`config.mk`:
```
export PLATFORM = sky130hd
export DESIGN_NAME = spm_seq_mult
export DESIGN_NICKNAME = d
export VERILOG_FILES = /design/src/rtl/spm_pkg.sv /design/src/rtl/spm_csa_cell.sv /design/src/rtl/spm_seq_mult.sv
export SDC_FILE = /design/constraint.sdc
export NUM_CORES = 1
export LEC_CHECK = 0
export CORE_MARGIN = 2
export CORE_UTILIZATION = 35
export CTS_CLUSTER_SIZE = 40
export DETAILED_ROUTE_END_ITERATION = 6
export MAX_ROUTING_LAYER = met4
export PLACE_DENSITY_LB_ADDON = 0.1
export RECOVER_POWER = 50
export SLEW_MARGIN = 20
export SYNTH_ARGS = -nofsm -noshare
export SYNTH_HDL_FRONTEND = slang
export SYNTH_SLANG_ARGS = --single-unit
```
`constraint.sdc`:
```
create_clock -name clk -period 4.64 [get_ports clk]
set_input_delay 1.392 -clock clk [delete_from_list [all_inputs] [get_ports clk]]
set_output_delay 1.392 -clock clk [all_outputs]
set_load 0.05 [all_outputs]
```
`src/rtl/spm_pkg.sv`:
```
// Shared types and width helpers for the serial-parallel multiplier.
package spm_pkg;

  // Control states of the multiplier sequencer.
  typedef enum logic [1:0] {
    IDLE = 2'd0,
    RUN  = 2'd1,
    DONE = 2'd2
  } spm_state_e;

  // Product width: twice the operand width, so the result is always exact.
  function automatic int prod_width(input int width);
    return 2 * width;
  endfunction

  // Bit-counter width: large enough to hold 2*WIDTH without wrapping.
  function automatic int cnt_width(input int width);
    return $clog2(2 * width + 1);
  endfunction

endpackage

```
`src/rtl/spm_csa_cell.sv`:
```
// One-bit serial carry-save adder cell of the serial-parallel multiplier.
// Adds the partial-product bit x_bit&y_bit, the sum arriving from the next
// more significant cell and this cell's own stored carry. The sum is passed
// down to the less significant neighbour on the next edge; the carry stays
// here, because after the per-cycle right shift it lands on this cell's weight.
// With mode=1 (signed MSB cell) the partial-product bit is inverted and the
// carry is preset to 1 on clear; together these turn the negative-weight
// MSB term into an all-positive sum that is exact modulo 2^(2*WIDTH).
module spm_csa_cell (
  input  logic clk,
  input  logic rst,
  input  logic clear,
  input  logic en,
  input  logic mode,
  input  logic x_bit,
  input  logic y_bit,
  input  logic sum_in,
  output logic sum_q,
  output logic sum_d
);

  logic pp;
  logic carry_q;
  logic carry_d;

  // Full-adder combination of partial product, incoming sum and stored carry.
  always_comb begin
    pp      = (x_bit & y_bit) ^ mode;
    sum_d   = pp ^ sum_in ^ carry_q;
    carry_d = (pp & sum_in) | (pp & carry_q) | (sum_in & carry_q);
  end

  // Sum and carry flops: cleared (carry preset to mode) at operation start.
  always_ff @(posedge clk or negedge rst) begin
    if (!rst) begin
      sum_q   <= 1'b0;
      carry_q <= 1'b0;
    end else if (clear) begin
      sum_q   <= 1'b0;
      carry_q <= mode;
    end else if (en) begin
      sum_q   <= sum_d;
      carry_q <= carry_d;
    end
  end

endmodule

```
`src/rtl/spm_seq_mult.sv`:
```
// Sequential serial-parallel multiplier with start/busy/done handshake.
// x is held in parallel across a row of carry-save cells; y is extended to
// 2*WIDTH bits and fed LSB-first. One product bit leaves cell 0 per edge and
// is shifted into an accumulation register, copied to p on completion.
module spm_seq_mult
  import spm_pkg::*;
#(
  parameter int WIDTH = 8
) (
  input  logic               clk,
  input  logic               rst,
  input  logic               start,
  input  logic               sgn,
  input  logic [WIDTH-1:0]   x,
  input  logic [WIDTH-1:0]   y,
  output logic               busy,
  output logic               done,
  output logic [2*WIDTH-1:0] p
);

  localparam int PW = prod_width(WIDTH);
  localparam int CW = cnt_width(WIDTH);

  spm_state_e      state_q;
  spm_state_e      state_d;
  logic            load;
  logic            finish;

  logic [WIDTH-1:0] x_q;
  logic             sgn_q;
  logic [PW-1:0]    y_sr;
  logic [PW-1:0]    y_ext;
  logic [PW-1:0]    acc;
  logic [PW-1:0]    p_q;
  logic [CW-1:0]    cnt;

  logic [WIDTH-1:0] sum_q_vec;
  logic [WIDTH-1:0] sum_d_vec;
  logic             prod_bit;
  logic             unused_bits;

  // Multiplier extended to product width according to the requested mode.
  assign y_ext = {{WIDTH{sgn & y[WIDTH-1]}}, y};

  // The product bit of the current cycle is cell 0's combinational sum.
  assign prod_bit = sum_d_vec[0];

  // Cell 0's stored sum and the upper cells' combinational sums only feed the
  // chain internally; the bit shifted out of acc is already held in p's LSBs.
  assign unused_bits = ^{sum_q_vec[0], sum_d_vec[WIDTH-1:1], acc[0]};

  // State register.
  always_ff @(posedge clk or negedge rst) begin
    if (!rst) begin
      state_q <= IDLE;
    end else begin
      state_q <= state_d;
    end
  end

  // Next-state logic and one-cycle control strobes.
  always_comb begin
    state_d = state_q;
    load    = 1'b0;
    finish  = 1'b0;
    case (state_q)
      IDLE: begin
        if (start) begin
          load    = 1'b1;
          state_d = RUN;
        end
      end
      RUN: begin
        if (cnt == CW'(PW - 1)) begin
          finish  = 1'b1;
          state_d = DONE;
        end
      end
      DONE: begin
        if (start) begin
          load    = 1'b1;
          state_d = RUN;
        end else begin
          state_d = IDLE;
        end
      end
      default: state_d = IDLE;
    endcase
  end

  assign busy = (state_q == RUN);
  assign done = (state_q == DONE);
  assign p    = p_q;

  // Operand latch, multiplier shift register, bit counter and product capture.
  always_ff @(posedge clk or negedge rst) begin
    if (!rst) begin
      x_q   <= '0;
      sgn_q <= 1'b0;
      y_sr  <= '0;
      acc   <= '0;
      p_q   <= '0;
      cnt   <= '0;
    end else if (load) begin
      x_q   <= x;
      sgn_q <= sgn;
      y_sr  <= y_ext;
      acc   <= '0;
      cnt   <= '0;
    end else if (state_q == RUN) begin
      y_sr <= {1'b0, y_sr[PW-1:1]};
      acc  <= {prod_bit, acc[PW-1:1]};
      cnt  <= cnt + CW'(1);
      if (finish) begin
        p_q <= {prod_bit, acc[PW-1:1]};
      end
    end
  end

  // Carry-save row: cell gi receives the stored sum of cell gi+1.
  for (genvar gi = 0; gi < WIDTH; gi++) begin : g_cell
    logic sum_in;
    logic mode;
    if (gi == WIDTH - 1) begin : g_msb
      // The clear on the accepting edge must see the mode being latched now.
      assign sum_in = 1'b0;
      assign mode   = load ? sgn : sgn_q;
    end else begin : g_body
      assign sum_in = sum_q_vec[gi+1];
      assign mode   = 1'b0;
    end

    spm_csa_cell u_cell (
      .clk    (clk),
      .rst    (rst),
      .clear  (load),
      .en     (busy),
      .mode   (mode),
      .x_bit  (x_q[gi]),
      .y_bit  (y_sr[0]),
      .sum_in (sum_in),
      .sum_q  (sum_q_vec[gi]),
      .sum_d  (sum_d_vec[gi])
    );
  end

endmodule

```
* Word-level counts from Yosys, hierarchy flattened
Index checks and enable logic that the tools add are counted.
Cells by class: muxes and demuxes 45, equal/unequal tests 5, reduce and logical (&&, ||, !) cells 5, $add $sub $neg 1, bitwise logic cells 62
Operators by type and width (count):
- $mux 16 | 4
- $mux 1 | 36
- $and 1x1->1 | 31
- $xor 1x1->1 | 16
- $or 1x1->1 | 14
- $mux 5 | 2
- $pmux 2 s3 | 1
- $add 5x1->5 const B | 1
- $eq 5x4->1 const B | 1
- $mux 2 | 2
- $reduce_and 3->1 | 1
- $eq 2x1->1 const B | 1
- $eq 2x2->1 const B | 1
- $logic_not 2->1 | 1
- $ne 2x1->1 const B | 1
- $ne 2x2->1 const B | 1
- $reduce_and 2->1 | 1
- $reduce_bool 2->1 | 1
- $reduce_or 2->1 | 1
- $not 1->1 | 1
Storage, ports and cells: word-level logic and storage cells 140, flip-flop bits (word level) 79

* Logic depth before layout (Yosys ltp)
depth in word-level cells 8, gate-level depth with buffers 7, depth with buffers taken out 5

* Cells and area by module
Synthesis repeated with hierarchy kept, for this count alone.
Second synthesis, totals: cell total of the unflattened synthesis 331, area, all modules 3658.5 um2
Modules (own cells, without submodules):
- spm_seq_mult | area each 2547.4 um2, instances 1, cells an instance 211
- spm_csa_cell | area each 138.9 um2, instances 8, cells an instance 15

* Least setup slack after synthesis
OpenSTA, ideal clock, no wires.
path type input port to flip-flop, from input start, to register g_cell[7].u_cell.carry_q, cell stages on the path 6, buffers on the path 1, data required time 4.514 ns, setup time 0.126 ns, data arrival time 2.368 ns, slack 2.145 ns, cells stage by stage nand2b_1 buf_2 a21o_1 xnor2_1 ha_1 a221o_1
On the way: cells in the longest elaborated chain, start to end 7, elaborated cells on any way between the ends 8, classes of those cells 5 x mux; 2 x bitwise; 1 x reduce/logical
Ends and longest elaborated chain:
- from (decl) | RTL line spm_seq_mult.sv:12 | input logic start,
- $mux 1 * | RTL line spm_seq_mult.sv:68, spm_seq_mult.sv:80
- $mux 1 *
- $mux 1 * | RTL line spm_seq_mult.sv:127 | assign mode = load ? sgn : sgn_q;
- named net g_cell[7].mode | RTL line spm_seq_mult.sv:123 | logic mode;
- $xor 1x1->1 | RTL line spm_csa_cell.sv:28 | pp = (x_bit & y_bit) ^ mode;
- $and 1x1->1 | RTL line spm_csa_cell.sv:30 | carry_d = (pp & sum_in) | (pp & carry_q) | (sum_in & carry_q);
- $mux 1 | RTL line spm_csa_cell.sv:41 | end else if (en) begin
- $mux 1 * | RTL line spm_csa_cell.sv:38 | end else if (clear) begin
- to (signal assigned) | RTL line spm_csa_cell.sv:40 | carry_q <= mode;
- to (signal assigned) | RTL line spm_csa_cell.sv:43 | carry_q <= carry_d;
- to (decl) | RTL line spm_csa_cell.sv:23 | logic carry_q;
The timed path passes the listed nets; every way through them passes the cells marked *. The select of a mux whose other input is x is not followed. A chain may end at the register's enable or synchronous reset.

* Worst setup path after layout
from register state_q[1], to output busy
On the way: cells in the longest elaborated chain, start to end 1
Ends and longest elaborated chain:
- from (decl) | RTL line spm_seq_mult.sv:24 | spm_state_e state_q;
- from (signal assigned) | RTL line spm_seq_mult.sv:57 | state_q <= state_d;
- $eq 2x1->1 | RTL line spm_seq_mult.sv:91 | assign busy = (state_q == RUN);
- to (decl) | RTL line spm_seq_mult.sv:16 | output logic busy,
No other way between the ends.

==> summary.txt <==
Global route
  • Global Route Usage Sum: ~14%
  • First-pass GRT wire length: 10900 µm
  • Initial antenna violation count: 0
  • Vias in the first global route: between 2000 and 2500
  • Largest net degree at the start of global routing: 79
  • Grt ovf: 0

Status
  • Violated checks: capacitance limit, slew limit
  • Outcome: complete, but fails checks

Final layout
  • Non-filler instance count after layout: 433
  • # nets final: 329
  • Share of cells above drive strength 1: 7.89%
  • Area Growth Syn to Fin: 17.6%
  • Commonest non-fill, non-tap cell in the layout: dfrtp_1
  • Fin area: 3910 µm²
  • Fill cells: 885
  • Most frequent cells in the layout: dfrtp_1, nand2_1, clkdlybuf4s50_1
  • Antenna Cells: 0

Drt
  • Post-route DRC: 0
  • DR WL/cell: 14.6 µm
  • Routed WL: roughly 6300 µm
  • Total number of vias: 2101
  • Vias/cell: between 4 and 5
  • Antenna-violating nets left: 0
  • Drt pass-1 iters: 4
  • Drt first-iter violations: between 90 and 100

Clock tree
  • Clock Tree Root: clkbuf_8
  • H-tree level count: 3
  • Clk_lat worst skew: 0.35 ns
  • Worst-path clk slew: roughly 0.09 ns
  • CTS sink cnt: approximately 80
  • Max clock buf depth: 2
  • CTS tree: yes
  • Post-CTS Setup Bufs: 0
  • Clock buffer count from CTS: 9
  • # resized after CTS: 0
  • Hold_buf cts: 0

Power
  • Max IR drop VDD: a little over 0.3 mV
  • Leak: around 1.8 nW
  • Pwr dens: 763 nW/µm²

Timing
  • Unrepaired setup endpoints after global routing: false
  • Worst clock skew: 0.0128 ns
  • Final setup viols: 0
  • Max Slew Vio Count: 79
  • Worst rel slew slack: -29.0%
  • Setup ws final: 1.16 ns
  • Final hold vios: 0
  • Period utilization: 74.9%
  • Fin Setup TNS: 0 ns
  • FMAX: 288 MHz
  • Worst-margin pin slew: just under 2 ns
  • Crit path time final: 3.48 ns

Logic synthesis
  • Fraction of registers with async set/reset: 100%
  • Post-Syn Nets: 296
  • Cell Area, Synth: 3330 µm²
  • Cells after synthesis: 266
  • Cell variety after synth: 34
  • Main synth FF type: dfrtp_1
  • Post-synth EDFFs: 0
  • Synth Warn #: 0
  • Sequential-to-total area share from yosys stat: 58.6%
  • Syn avg cell area: 12.5 µm²
  • FF+latch count, synth: 78

Worst setup path
  • RR Startpoint: cnt[0]$_DFFE_PN0P_
  • Reg2reg end: p[4]$_DFFE_PN0P_
  • Critical Path Fanout Max: 38
  • Critical Path RT: 3.25 ns
  • Critical path launch point type: flop
  • Worst setup path startpoint: state_q[1]$_DFFE_PN0P_
  • R2R depth: 5
  • Type of destination of the critical path: output port
  • Crit Path Category: reg2out
  • Register-to-register path setup slack: approximately 2.5 ns
  • Worst EP arrival: 2.08 ns
  • Setup crit end: busy

Floorplan
  • FP Rows: 35
  • Die height: about 100 µm
  • Initial core utilization: between 30% and 40%
  • Die Span X: 102 µm
  • Die footprint: 10300 µm²
  • Top Ports: 38
  • Core area: 9240 µm²

Min path
  • HP Class: reg2reg

Place
  • # port buffers: 37
  • Pre-CTS WS: 1.45 ns
  • DP HPWL: 3790 µm
  • Placer Congestion: roughly 0.73
  • Placed Area: roughly 3700 µm²
  • Placed cell count: 417

Run
  • Max-cap violations: 1
[routing by layer]
metal / vias up / track usage, % / wire (µm)
li1: 984 / - / -
met1: 1054 / 20.2 / 3180
met2: 56 / 19.9 / 2790
met3: 7 / 4.28 / 270
met4: 0 / 3.74 / 63
met5: - / - / 0
[where the power goes]
| group | leakage [nW] | switching (mW) | internal (mW) | total, mW |
|---|---|---|---|---|
| logic | 0.684 | 0.753 | 0.499 | 1.25 |
| registers | 0.977 | 0.203 | 1.01 | 1.21 |
| clock network | 0.102 | 0.270 | 0.256 | 0.526 |
| total | 1.76 | 1.23 | 1.76 | 2.99 |
[kinds of logic after synthesis]
group	synth area share, %
fa+ha+maj	5.34
buf+inv	5.75
compound gates	12.8
mux	7.03
xor+xnor	0.263
simple gates	10.2
flops	58.6
[flip-flops by register name (all words and copies together), names as in the netlist]
name and flops:
acc 15, cnt 5, g_cell.u_cell.carry_q 8, g_cell.u_cell.sum_q 7, p 16, sgn_q 1, state_q 2, x_q 8
y_sr 16
[critical path, stage by stage, from the launching register on]
cell and delay, ns:
dfrtp_1 0.37, nand2b_1 0.21, inv_6 0.27, clkdlybuf4s50_1 0.87
[Yosys cell counts (all sizes together) (2+ instances only)]
cell type	number	area [µm²]
buf	12	108
a22o	18	158
o21ai	2	10.0
o2bb2ai	13	114
a22oi	8	60.1
a21o	3	22.5
nand2	53	206
inv	15	61.3
ha	3	37.5
clkbuf	6	22.5
a31oi	6	37.5
nand2b	2	12.5
nor2b	2	12.5
dfrtp	78	1950
mux2i	2	20.0
mux2	16	214
and3	2	12.5
fa	7	140
a221o	2	20.0
nand3	9	45.0
[layout make-up]
type                            count  area [µm²]  area share, %
Sequential cell                    78        1950           49.9
Multi-Input combinational cell    155        1150           29.3
Timing Repair Buffer               40         388           9.91
Tap cell                          129         161           4.12
Clock buffer                        9         124           3.16
Clock inverter                      7        80.1           2.05
Inverter                           15        61.3           1.57
[stage by stage]
stage	hold WS (ns)	utilization, %	power (mW)
2_1_floorplan	0.437	-	2.21
3_3_place_gp	0.456	40.6	2.52
3_5_place_dp	0.459	40.6	2.54
4_1_cts	0.473	42.8	3.08
5_1_grt	0.493	42.4	3.23
6_report	0.470	42.4	2.99
[how the worst min path moves through the flow]
stage,start,endpoint,slack (ns),cells after the start
global placement,cnt[3]$_DFFE_PN0P_,cnt[3]$_DFFE_PN0P_,0.46,1
global route,x_q[0]$_DFFE_PN0N_,x_q[0]$_DFFE_PN0N_,0.49,2
CTS,cnt[3]$_DFFE_PN0P_,cnt[3]$_DFFE_PN0P_,0.47,1
floorplan,cnt[3]$_DFFE_PN0P_,cnt[3]$_DFFE_PN0P_,0.44,1
finish,cnt[3]$_DFFE_PN0P_,cnt[3]$_DFFE_PN0P_,0.47,1
detailed placement,x_q[0]$_DFFE_PN0N_,x_q[0]$_DFFE_PN0N_,0.46,2
No activity file was read; power rests on OpenSTA's default activity.
